$ cat src/rtl/triangular_counter_if.sv
`default_nettype none
// +----------------------------------------------------------------------+
// | triangular_counter_if : output bundle of the triangular counter      |
// | Revision : 1.0                                                       |
// +----------------------------------------------------------------------+
interface triangular_counter_if #(
   parameter int WIDTH = 8
);
   logic [WIDTH-1:0] value;
   logic             dir;
   logic             at_max;
   logic             at_min;

   modport master (output value, dir, at_max, at_min);
   modport slave  (input  value, dir, at_max, at_min);
endinterface
`default_nettype wire

$ cat src/rtl/triangular_counter.sv
`default_nettype none
// +----------------------------------------------------------------------+
// | triangular_counter : free-running 0..MAX..0 up/down ramp generator   |
// | Option macro TRI_COUNTER_DWELL_EN : hold each endpoint two cycles    |
// | Revision : 1.0                                                       |
// +----------------------------------------------------------------------+
module triangular_counter #(
   parameter int WIDTH = 8
) (
   input  wire logic            clk,
   input  wire logic            rst,
   triangular_counter_if.master cnt_if
);
   localparam logic [WIDTH-1:0] MAX = '1;
   localparam logic [WIDTH-1:0] ONE = WIDTH'(1);

   logic [WIDTH-1:0] value_q, value_d;
   logic             dir_q, dir_d;
   logic             endpoint;
   logic             turn;
   logic             hold;

`ifdef TRI_COUNTER_DWELL_EN
   logic dwell_q, dwell_d;
`endif

   assign endpoint = dir_q ? (value_q == MAX) : (value_q == '0);

`ifdef TRI_COUNTER_DWELL_EN
   // First endpoint cycle only arms the dwell flag; the turn happens on the second.
   assign hold = endpoint && !dwell_q;
   assign turn = endpoint &&  dwell_q;
`else
   assign hold = 1'b0;
   assign turn = endpoint;
`endif

   always_comb begin
      value_d = value_q;
      dir_d   = dir_q;
`ifdef TRI_COUNTER_DWELL_EN
      dwell_d = hold;
`endif
      if (turn) begin
         dir_d   = !dir_q;
         value_d = dir_q ? (MAX - ONE) : ONE;
      end else if (!hold) begin
         value_d = dir_q ? (value_q + ONE) : (value_q - ONE);
      end
   end

   always_ff @(posedge clk) begin
      if (!rst) begin
         value_q <= '0;
         dir_q   <= 1'b1;
`ifdef TRI_COUNTER_DWELL_EN
         dwell_q <= 1'b0;
`endif
      end else begin
         value_q <= value_d;
         dir_q   <= dir_d;
`ifdef TRI_COUNTER_DWELL_EN
         dwell_q <= dwell_d;
`endif
      end
   end

   assign cnt_if.value  = value_q;
   assign cnt_if.dir    = dir_q;
   assign cnt_if.at_max = (value_q == MAX);
   assign cnt_if.at_min = (value_q == '0);
endmodule
`default_nettype wire

$ cat src/flat_wrapper.sv
// flat-port wrapper written by rule: the top's interface ports become plain ports
module triangular_counter_flat 
#(
   parameter int WIDTH = 8
)
  (clk, rst, cnt_if_value, cnt_if_dir, cnt_if_at_max, cnt_if_at_min);
  triangular_counter_if #(.WIDTH(WIDTH)) cnt_if_i ();
  input  wire logic clk;
  input  wire logic rst;
  output wire logic [$bits(cnt_if_i.value)-1:0] cnt_if_value;
  output wire logic [$bits(cnt_if_i.dir)-1:0] cnt_if_dir;
  output wire logic [$bits(cnt_if_i.at_max)-1:0] cnt_if_at_max;
  output wire logic [$bits(cnt_if_i.at_min)-1:0] cnt_if_at_min;
  assign cnt_if_value = cnt_if_i.value;
  assign cnt_if_dir = cnt_if_i.dir;
  assign cnt_if_at_max = cnt_if_i.at_max;
  assign cnt_if_at_min = cnt_if_i.at_min;
  triangular_counter #(.WIDTH(WIDTH)) u_core (.clk(clk), .rst(rst), .cnt_if(cnt_if_i));
endmodule
$ cat config.mk
export PLATFORM = sky130hd
export DESIGN_NAME = triangular_counter_flat
export DESIGN_NICKNAME = d
export VERILOG_FILES = /design/src/rtl/triangular_counter_if.sv /design/src/rtl/triangular_counter.sv /design/src/flat_wrapper.sv
export SDC_FILE = /design/constraint.sdc
export NUM_CORES = 1
export LEC_CHECK = 0
export ABC_AREA = 0
export CAP_MARGIN = 20
export CORE_MARGIN = 2
export CORE_UTILIZATION = 45
export CTS_CLUSTER_SIZE = 24
export DETAILED_ROUTE_END_ITERATION = 8
export GPL_ROUTABILITY_DRIVEN = 0
export MAX_ROUTING_LAYER = met4
export PLACE_DENSITY = 0.82
export SYNTH_ARGS = -nofsm -noshare
export SYNTH_HDL_FRONTEND = slang
export SYNTH_SLANG_ARGS = --single-unit
$ cat constraint.sdc
create_clock -name clk -period 2.51 [get_ports clk]
set_input_delay 0.3765 -clock clk [delete_from_list [all_inputs] [get_ports clk]]
set_output_delay 0.3765 -clock clk [all_outputs]
set_load 0.005 [all_outputs]
# Yosys cells after proc, flatten, opt, wreduce, memory -nomap -nowiden
# Cells that the tools add are included.
word_totals:
  ff_bits: 9
  wordCells: 11
op_classes:
  n_addsub: 2
  n_eq_ne: 1
  mux: 4
  n_reduce_logical: 2
ops:
  columns: ["cell", "count"]
  rows:
  - ["$mux W8", 3]
  - ["$add A8 B1 Y8 const B", 1]
  - ["$eq A8 B8 Y1 const B", 1]
  - ["$logic_not A8 Y1", 1]
  - ["$sub A8 B1 Y8 const B", 1]
  - ["$logic_not A1 Y1", 1]
  - ["$mux W1", 1]

# Longest topological paths before layout
depth:
  ltp_word: 3
  mapped_depth: 6

# Worst setup path after synthesis
# Ideal clock, no wire load.
synth_timing:
  kind: "register -> register"
  from: "register u_core.dir_q, in the netlist u_core.cnt_if.dir"
  to: "register u_core.value_q[6], in the netlist u_core.cnt_if.value[6]"
  setup_time_ns: 0.079
  arrival_ns: 1.828
  t_required_ns: 2.431
  setup_slack_ns: 0.603
  path_stages_with_launch: 7
  period_less_slack_ns: 1.907
  cell_sequence: "dfxtp_1 -> inv_2 -> fa_1 -> a211oi_1 -> o21bai_1 -> a2111o_1 -> o211ai_1"
synth_between:
  elab_chain_cells: 2
synth_rtl:
  columns: ["element", "line", "source"]
  rows:
  - ["start, declared", "triangular_counter.sv:18", "logic dir_q, dir_d;"]
  - ["start signal, assigned", "triangular_counter.sv:61", "dir_q <= dir_d;"]
  - ["$mux W8, or another cell as far along", "triangular_counter.sv:48", "value_d = dir_q ? (value_q + ONE) : (value_q - ONE);"]
  - ["$mux W8 (*)", "triangular_counter.sv:44", "if (turn) begin"]
  - ["end signal, assigned", "triangular_counter.sv:60", "value_q <= value_d;"]
  - ["end, declared", "triangular_counter.sv:17", "logic [WIDTH-1:0] value_q, value_d;"]
# Every way passes the cells marked *; elsewhere a longest branch is shown, timed or not.
# A chain may end at the register's enable or synchronous reset.

# Worst setup path in the final report
layout_timing:
  from: "register u_core.value_q[0], in the netlist u_core.cnt_if.value[0]"
  to: "output port cnt_if_at_max"
layout_between:
  elab_chain_cells: 1
layout_rtl:
  columns: ["element", "line", "source"]
  rows:
  - ["$eq A8 B8 Y1", "triangular_counter.sv:70", "assign cnt_if.at_max = (value_q == MAX);"]
  - ["end, declared", "flat_wrapper.sv:12", "output wire logic [$bits(cnt_if_i.at_max)-1:0] cnt_if_at_max;"]
# No other way between the ends.

==> metrics <==
status=completed; Psw=0.0796 mW; Sw Ratio=25.6%; clock latency on the worst-skew pair=0.27 ns; Period minus WS final=2.15 ns; CTS tree=yes; # setup viols final=0; vias in the first global route=506; Pwr Density=396 nW/um2; Int Power=0.232 mW; top-area cell type share of the netlist area=29.0%; hold slack=0.545 ns; Netlist Area Pre-Place=621 um2; CP bufs+invs=1; Critical Path Start=u_core.cnt_if.value[0]$_SDFF_PN0_; Initial DRC Count=10; via count of the routed design=616; I/O Buffers=12; Synth Flop Type=dfxtp_1; Synth Register Bits=9; Via density=6.10; sequential fraction of the synthesis area=29.0%; H-tree depth=1; most common cell in the netlist=dfxtp_1; Netlist cell types=31; Initial Utilization=47.7%; average cell area after synthesis=8.87 um2; Resized cells post-CTS=0; Fin Setup TNS=0 ns; I/O pin count=13; area leader, netlist=dfxtp_1; FF-to-FF Start=u_core.cnt_if.dir$_SDFFE_PN1P_; fin area=786 um2; Leakage=0.349 nW; global-route wire length before repair=2190 um; Sequential Power Share=49.5%; Fmax=464 MHz; Period Utilization, post-route=85.8%; routed length per instance=14.2 um; Total Power=0.311 mW; DRC Markers=0; YS warnings=0; CTS buffer count=3; DRT Pass-1 Iters=4; clock sink total=9; VDD IR-drop max=274 uV; die height=41.1 um; crit path DAT=1.78 ns; # diodes=0; Post-synth top cells=dfxtp_1 (9), a21oi_1 (7), ha_1 (6), inv_1 (4), nor2_1 (4); post-route ant nets=0; post-layout net count=96; setup repair bufs after CTS=0; final count of pins violating max slew=0; synthesis-to-finish area growth=26.6%; Post-Synthesis Cells=70; EDFF count, synth=0; initial antenna violation count=0; CP Capture Type=output pin; GRT overflow=0; syn_nets=79; Crit path required time=2.13 ns; Max-cap violations=0; relative slew slack=76.1%; delay-heaviest family, CP=buffers and inverters; CTS Root Cell=clkbuf_4; Placed Area=759 um2; Largest stage delay, worst path=0.57 ns; fill count=133; async set-reset flop share out of synthesis=0%; GRT Util Overall=21.3%; crit start category=register; largest net degree at the start of global routing=11; clock share of power=37.5%; die footprint=1690 um2; hold-fix buffers at CTS=0; Routed WL=1430 um; Site Rows=13; Max Clock Skew=0.000263 ns; WP depth=3; Slew @ Worst Pin=0.357 ns; register-to-register setup slack=0.45 ns; Clock Path Buffers=2; reg2reg path depth=6; crit path capture=cnt_if_at_max; Core ar.=1300 um2; RR Endpoint=u_core.cnt_if.value[6]$_SDFF_PN0_; Gate power share=13.0%; hpwl dp=1090 um; largest cells by area after synthesis=dfxtp_1 (29%), ha_1 (12%), a21oi_1 (5.6%); Max stage delay cell, worst path=clkdlybuf4s50_1; die width=41.1 um; critical path cell sequence=nand4_1 > nor2_1 > clkdlybuf4s50_1; Max FO, Critical Path=7; RSZ-0062 raised after global routing=false; Setup CP Type=register to output pin; Hold WC Path Type=register to register; Final Hold Fails=0; share of cells above drive strength 1=8.14%; clock slew at reported path FFs=0.06 ns
## cell type report
cell class	instances	area (um2)	share of cell area (%)
Tap cell	15	18.8	2.39
Timing Repair Buffer	12	120	15.3
Multi-Input combinational cell	56	422	53.7
Sequential cell	9	180	22.9
Clock buffer	4	26.3	3.34
Inverter	5	18.8	2.39
## how the worst min path moves through the flow
stage                                              to                         startpoint  cells after the start
detailed placement  u_core.cnt_if.value[0]$_SDFF_PN0_  u_core.cnt_if.value[0]$_SDFF_PN0_                      1
CTS                 u_core.cnt_if.value[0]$_SDFF_PN0_  u_core.cnt_if.value[0]$_SDFF_PN0_                      1
global placement    u_core.cnt_if.value[0]$_SDFF_PN0_  u_core.cnt_if.value[0]$_SDFF_PN0_                      1
finish              u_core.cnt_if.value[0]$_SDFF_PN0_  u_core.cnt_if.value[0]$_SDFF_PN0_                      1
global route        u_core.cnt_if.value[0]$_SDFF_PN0_  u_core.cnt_if.value[0]$_SDFF_PN0_                      1
floorplan           u_core.cnt_if.value[0]$_SDFF_PN0_  u_core.cnt_if.value[0]$_SDFF_PN0_                      1
## cells by family after synthesis
group	share of synthesized area (%)
XOR/XNOR	4.23
AND/OR/NAND/NOR	15.1
flip-flops	29.0
adder cells (fa/ha/maj)	15.3
buffers and inverters	3.02
AO/OA/AOI/OAI	33.3
## power groups by stage
stage | registers, mW | clock network (mW) | logic, mW
2_1_floorplan | 0.156 | 0 | 0.0210
3_3_place_gp | 0.157 | 0 | 0.0402
3_5_place_dp | 0.157 | 0 | 0.0404
5_1_grt | 0.155 | 0.129 | 0.0451
4_1_cts | 0.154 | 0.122 | 0.0404
6_report | 0.154 | 0.117 | 0.0405
## cell usage in the layout (no fill, tap or decap), types with 3 or more instances in the layout
cell type,count
clkdlybuf4s50_1,12
dfxtp_1,9
a21oi_1,7
ha_1,6
inv_1,4
nor2_1,4
nor4_1,3
nand2_1,3
a211oi_1,3
o21ai_0,3
clkbuf_4,3
## flip-flops by register name, indices dropped and copies added, names as in the netlist
signal / flops
u_core.cnt_if.value: 8
u_core.cnt_if.dir: 1
## metal layers
| metal | track usage [%] | share of wire, % | up-vias |
|---|---|---|---|
| met5 | - | 0 | - |
| met4 | 4.84 | 1.4 | 0 |
| met3 | 9.78 | 5.5 | 2 |
| met2 | 32.8 | 47 | 14 |
| met1 | 25.2 | 46 | 297 |
| li1 | - | - | 303 |
## metrics by stage
| step | worst slack (ns) | std cells | utilization (%) |
|---|---|---|---|
| 2_1_floorplan | 0.603 | 70 | - |
| 3_3_place_gp | 0.540 | 97 | 58.4 |
| 3_5_place_dp | 0.509 | 97 | 58.4 |
| 4_1_cts | 0.357 | 101 | 60.4 |
| 5_1_grt | 0.243 | 101 | 60.4 |
| 6_report | 0.356 | 101 | 60.4 |
(Power assumes the default switching activity.)
